--- src/rtl/posit_decode.sv ---
// rtl/posit_decode.sv - multi-cycle posit<32,3> field decoder
//
// Decodes one posit word into sign, regime value k, exponent and a
// left-aligned mantissa. The regime run is scanned one bit per cycle.
//
// Ports:
//   clk          in   clock, rising edge
//   rst_n        in   asynchronous active-low reset
//   start        in   decode request, sampled only while idle
//   posit_in     in   posit word, captured with start
//   sign_out     out  posit sign bit
//   k_out        out  regime value, two's complement (-30..+30)
//   exp_out      out  exponent field, zero-padded when truncated
//   mantissa_out out  hidden bit at [31], fraction MSB-first below it
//   frac_bits    out  number of fraction bits present in the word
//   is_zero      out  word was 0x00000000
//   is_nar       out  word was 0x80000000
//   busy         out  decoder is not idle
//   done         out  one-cycle result-valid pulse
module posit_decode #(
    parameter int N  = 32,
    parameter int ES = 3
) (
    input  logic          clk,
    input  logic          rst_n,
    input  logic          start,
    input  logic [N-1:0]  posit_in,
    output logic          sign_out,
    output logic [5:0]    k_out,
    output logic [ES-1:0] exp_out,
    output logic [N-1:0]  mantissa_out,
    output logic [5:0]    frac_bits,
    output logic          is_zero,
    output logic          is_nar,
    output logic          busy,
    output logic          done
);

    typedef enum logic [2:0] {
        S_IDLE,
        S_LOAD,
        S_SCAN,
        S_EXTRACT,
        S_DONE
    } state_t;

    state_t         r_state;
    state_t         w_next;

    logic [N-1:0]   r_word;
    logic [N-1:0]   r_body;
    logic           r_sign;
    logic           r_r0;
    logic [5:0]     r_m;
    logic [4:0]     r_idx;
    logic           r_term;

    logic [N-1:0]   w_body;
    logic           w_special;
    logic           w_bit;
    logic           w_scan_exit;
    logic [5:0]     w_amt;
    logic [N-1:0]   w_tail;

    // Negative posits are decoded from their two's complement.
    assign w_body      = r_word[N-1] ? (~r_word + 1'b1) : r_word;
    assign w_special   = (r_word[N-2:0] == '0);
    assign w_bit       = r_body[r_idx];
    assign w_scan_exit = (w_bit != r_r0) || (r_idx == 5'd0);

    // Bits below the terminator shifted up to the MSB; with no terminator
    // the regime consumed the whole word and nothing remains.
    assign w_amt  = 6'd32 - {1'b0, r_idx};
    assign w_tail = r_term ? (r_body << w_amt) : '0;

    always_ff @(posedge clk or negedge rst_n) begin
        if (!rst_n) begin
            r_state <= S_IDLE;
        end else begin
            r_state <= w_next;
        end
    end

    always_comb begin
        w_next = r_state;
        case (r_state)
            S_IDLE:    if (start) w_next = S_LOAD;
            S_LOAD:    w_next = w_special ? S_DONE : S_SCAN;
            S_SCAN:    if (w_scan_exit) w_next = S_EXTRACT;
            S_EXTRACT: w_next = S_DONE;
            S_DONE:    w_next = S_IDLE;
            default:   w_next = S_IDLE;
        endcase
    end

    always_ff @(posedge clk or negedge rst_n) begin
        if (!rst_n) begin
            r_word       <= '0;
            r_body       <= '0;
            r_sign       <= 1'b0;
            r_r0         <= 1'b0;
            r_m          <= '0;
            r_idx        <= '0;
            r_term       <= 1'b0;
            sign_out     <= 1'b0;
            k_out        <= '0;
            exp_out      <= '0;
            mantissa_out <= '0;
            frac_bits    <= '0;
            is_zero      <= 1'b0;
            is_nar       <= 1'b0;
            busy         <= 1'b0;
            done         <= 1'b0;
        end else begin
            busy <= (w_next != S_IDLE);
            // The pulse appears in the cycle after the DONE state.
            done <= (r_state == S_DONE);
            case (r_state)
                S_IDLE: begin
                    if (start) r_word <= posit_in;
                end
                S_LOAD: begin
                    r_sign <= r_word[N-1];
                    r_body <= w_body;
                    r_r0   <= w_body[N-2];
                    r_m    <= '0;
                    r_idx  <= 5'd30;
                    r_term <= 1'b0;
                    if (w_special) begin
                        sign_out     <= r_word[N-1];
                        k_out        <= '0;
                        exp_out      <= '0;
                        mantissa_out <= '0;
                        frac_bits    <= '0;
                        is_zero      <= ~r_word[N-1];
                        is_nar       <= r_word[N-1];
                    end
                end
                S_SCAN: begin
                    if (w_bit == r_r0) begin
                        r_m <= r_m + 6'd1;
                        if (r_idx != 5'd0) r_idx <= r_idx - 5'd1;
                    end else begin
                        r_term <= 1'b1;
                    end
                end
                S_EXTRACT: begin
                    sign_out     <= r_sign;
                    k_out        <= r_r0 ? (r_m - 6'd1) : (6'd0 - r_m);
                    exp_out      <= w_tail[N-1 -: ES];
                    mantissa_out <= {1'b1, w_tail[N-ES-1:0], 2'b00};
                    frac_bits    <= (r_term && r_idx >= 5'(ES))
                                    ? ({1'b0, r_idx} - 6'(ES)) : 6'd0;
                    is_zero      <= 1'b0;
                    is_nar       <= 1'b0;
                end
                default: ;
            endcase
        end
    end

endmodule

--- config.mk ---
export PLATFORM = sky130hd
export DESIGN_NAME = posit_decode
export DESIGN_NICKNAME = d
export VERILOG_FILES = /design/src/rtl/posit_decode.sv
export SDC_FILE = /design/constraint.sdc
export NUM_CORES = 1
export LEC_CHECK = 0
export CAP_MARGIN = 20
export CORE_ASPECT_RATIO = 1.4
export CORE_MARGIN = 5
export CORE_UTILIZATION = 45
export DETAILED_ROUTE_END_ITERATION = 6
export PLACE_DENSITY = 0.73
export REMOVE_ABC_BUFFERS = 1
export SETUP_SLACK_MARGIN = 0.4
export SKIP_CTS_REPAIR_TIMING = 1
export SYNTH_ARGS = -nofsm -noshare
export SYNTH_HDL_FRONTEND = slang
export SYNTH_SLANG_ARGS = --single-unit
export TNS_END_PERCENT = 1
--- constraint.sdc ---
create_clock -name clk -period 3.45 [get_ports clk]
set_clock_uncertainty 0.05 [all_clocks]
set_input_delay 0.8625 -clock clk [delete_from_list [all_inputs] [get_ports clk]]
set_output_delay 0.8625 -clock clk [all_outputs]
set_load 0.01 [all_outputs]
==> results.toml <==
[status]
status = "complete, no violations"

[synth]
ys_types = 59
yosysSeqAreaShare = 0.429
synth_area_leader_cell = "dfrtp_1"
syn_area_per_cell_um2 = 9.85
synthArstFlopShare = 1.00
synth_edf_count = 0
ys_ff_latch = 130
netlist_instances = 769
synth_ff_type = "dfrtp_1"
synth_area_um2 = 7580
synth_top_area_share = 0.429
synthTopCellsByArea = "dfrtp_1 (43%), mux2i_1 (6.6%), nand2_1 (6.0%)"
yosys_warnings = 0

[setup_path]
regToRegStartpoint = "r_word[7]$_DFFE_PN0P_"
crit_start = "r_word[7]$_DFFE_PN0P_"
slowest_stage = "or4_4"
criticalPathCategory = "reg2reg"
crit_path_start_kind = "register"
crit_path_end_kind = "register"
critical_path_buf_inv_count = 3
path_max_fanout = 41
crit_chain = "or3_4, or4_4, or4_4, nor4_4, buf_4, o21ai_4, buf_12, buf_4, nand2_1, o21ai_0"
crit_path_max_incr_delay_ns = 0.46
required_ns = 3.68
cpLargestDelayFamily = "simple AND/OR/NAND/NOR gates"
crit_arrival_ns = 3.14
reg2reg_slack_ns = 0.55

[floorplan]
pin_count = 87
coreArea_um2 = 16700
die_w_um = 120
start_util = 0.454
dieArea_um2 = 19600
num_rows = 56
die_y_um = 164

[global_route]
antenna_found_initial = 0
grt_pass1_wl_um = 29400
grt_pass1_vias = 5899
overflow = 0
grt_max_degree = 75
grt_usage = 0.182

[drt]
drt_wl_total_um = 16800
drt_iter0_markers = 376
via_count = 5886
wl_per_cell_um = 15.9
vias_per_cell = 5.56
first_pass_iters = 4
antenna_left = 0
drc = 0

[placed_design]
place_congestion = 0.936
dp_cells = 1022
hpwlAfterDp_um = 12300
portBuffers = 84
pre_cts_ws_ns = 0.354

[layout]
nets = 884
final_cell_mix = "dfrtp_1 (129), nand2_1 (121), clkdlybuf4s50_1 (83)"
fin_cells = 1058
layout-drive-gt1-share = 0.153
n_antenna_cell = 0
syn2layout_area_growth_pct = 22.3
layout_commonest_cell = "dfrtp_1"

[cts]
cts_num_sinks = 130
path_clk_slew_ns = 0.06
cts-htree-levels = 4
clock_path_buffers = 2
cts_root_buf = "clkbuf_16"
cts_buffers = 17
cts_tree = "done"
clk_latency_ns = 0.41

[sta]
slew_violations = 0
rsz0062_at_grt = "no"
worst_pin_slew_ns = 0.943
maxSlewHeadroom = 0.372
fin_crit_ns = 2.90
finalWorstSetupSlack_ns = 0.545
timing.final.crit_share = 0.842
report.final.hold_viol_count = 0
fmaxAchievable_mhz = 344
setup_viol = 0

[power]
ir_drop_mv = 0.352
power.total_mw = 9.56
total_leakage_power_nw = 4.02
power_density_nw_per_um2 = 1030
netSwitchingPower_mw = 3.89
clkPwrFrac = 0.180
power.internal_mw = 5.67
combPwrFrac = 0.510
p_seq_frac = 0.311
p_sw_frac = 0.407

[job]
max_cap_violations = 0

[min_path]
hp-class = "in2async"
==> sequential cells by signal, summed over array words and instances (netlist names), 3 cells and up <==
name / count
r_state: 3
exp_out: 3
k_out: 6
r_idx: 5
mantissa_out: 30
r_m: 6
r_word: 32
r_body: 32
frac_bits: 6
==> cells in the mapped netlist (8+ instances only) <==
master and n:
mux4_2 17, dfrtp_1 130, o21ai_1 9, o31ai_1 10, inv_1 9, nor3_1 12, nor2_1 48, clkbuf_1 34
a21oi_1 24, o21ai_0 68, mux2i_1 50, a22o_1 21, xor2_1 33, a211oi_1 16, a31oi_1 8, nor2b_1 9
mux2_2 40, xnor2_1 12, nand2_1 121, buf_2 10
==> kinds of logic (layout without fill, tap and decap cells) <==
| kind of cell | count (synthesis) | count (layout) | share of synthesized area |
|---|---|---|---|
| flip-flops | 130 | 130 | 0.429 |
| buffers and inverters | 63 | 148 | 0.0348 |
| AND/OR/NAND/NOR | 230 | 230 | 0.138 |
| multiplexers | 108 | 108 | 0.178 |
| AO/OA/AOI/OAI | 185 | 185 | 0.156 |
| adder cells (fa/ha/maj) | 7 | 7 | 0.0116 |
| other | 1 | 2 | 0.000495 |
| XOR/XNOR | 45 | 45 | 0.0520 |
==> power groups by stage <==
stage	Clock, mW	Combinational [mW]	Sequential, mW
2_1_floorplan	0	3.28	2.97
3_3_place_gp	0	4.76	2.96
3_5_place_dp	0	4.84	2.99
4_1_cts	1.75	4.87	2.97
5_1_grt	1.82	5.42	3.10
6_report	1.72	4.87	2.97
==> per-layer routing <==
layer,global-route usage,part of all wire
met1,0.231,0.44
met2,0.308,0.50
met3,0.0360,0.042
met4,0.0693,0.024
met5,0,0
==> worst paths after layout <==
| kind | to | depth (start not counted) |
|---|---|---|
| worst min register to register | r_sign$_DFFE_PN0P_ | 2 |
| max in group asynchronous | r_idx[0]$_DFFE_PN0P_ | 2 |
| worst max-delay path | k_out[2]$_DFFE_PN0P_ | 10 |
| min in group clk | r_sign$_DFFE_PN0P_ | 2 |
| worst min-delay path | r_word[3]$_DFFE_PN0P_ | 1 |
| worst max register to register | k_out[2]$_DFFE_PN0P_ | 10 |
==> layout make-up <==
class / count / area (um2)
sequential: 130 / 3250
tap: 203 / 254
inverter: 10 / 37.5
clock buffer: 20 / 467
timing repair buffer: 106 / 1040
multi-input combinational: 577 / 4110
clock inverter: 12 / 106
fill: 1437 / 7410
==> through the flow <==
step / cell area (um2) / hold slack [ns] / util / TNS, ns
final: 9270 / 0.416 / 0.556 / 0
after global routing: 9270 / 0.447 / 0.556 / 0
after CTS: 9210 / 0.430 / 0.552 / 0
after detailed placement: 8630 / 0.415 / 0.518 / 0
after global placement: 8630 / 0.414 / 0.518 / 0
after floorplan: 7350 / 0.397 / - / -72.01
Power figures use the tool's default switching activity.
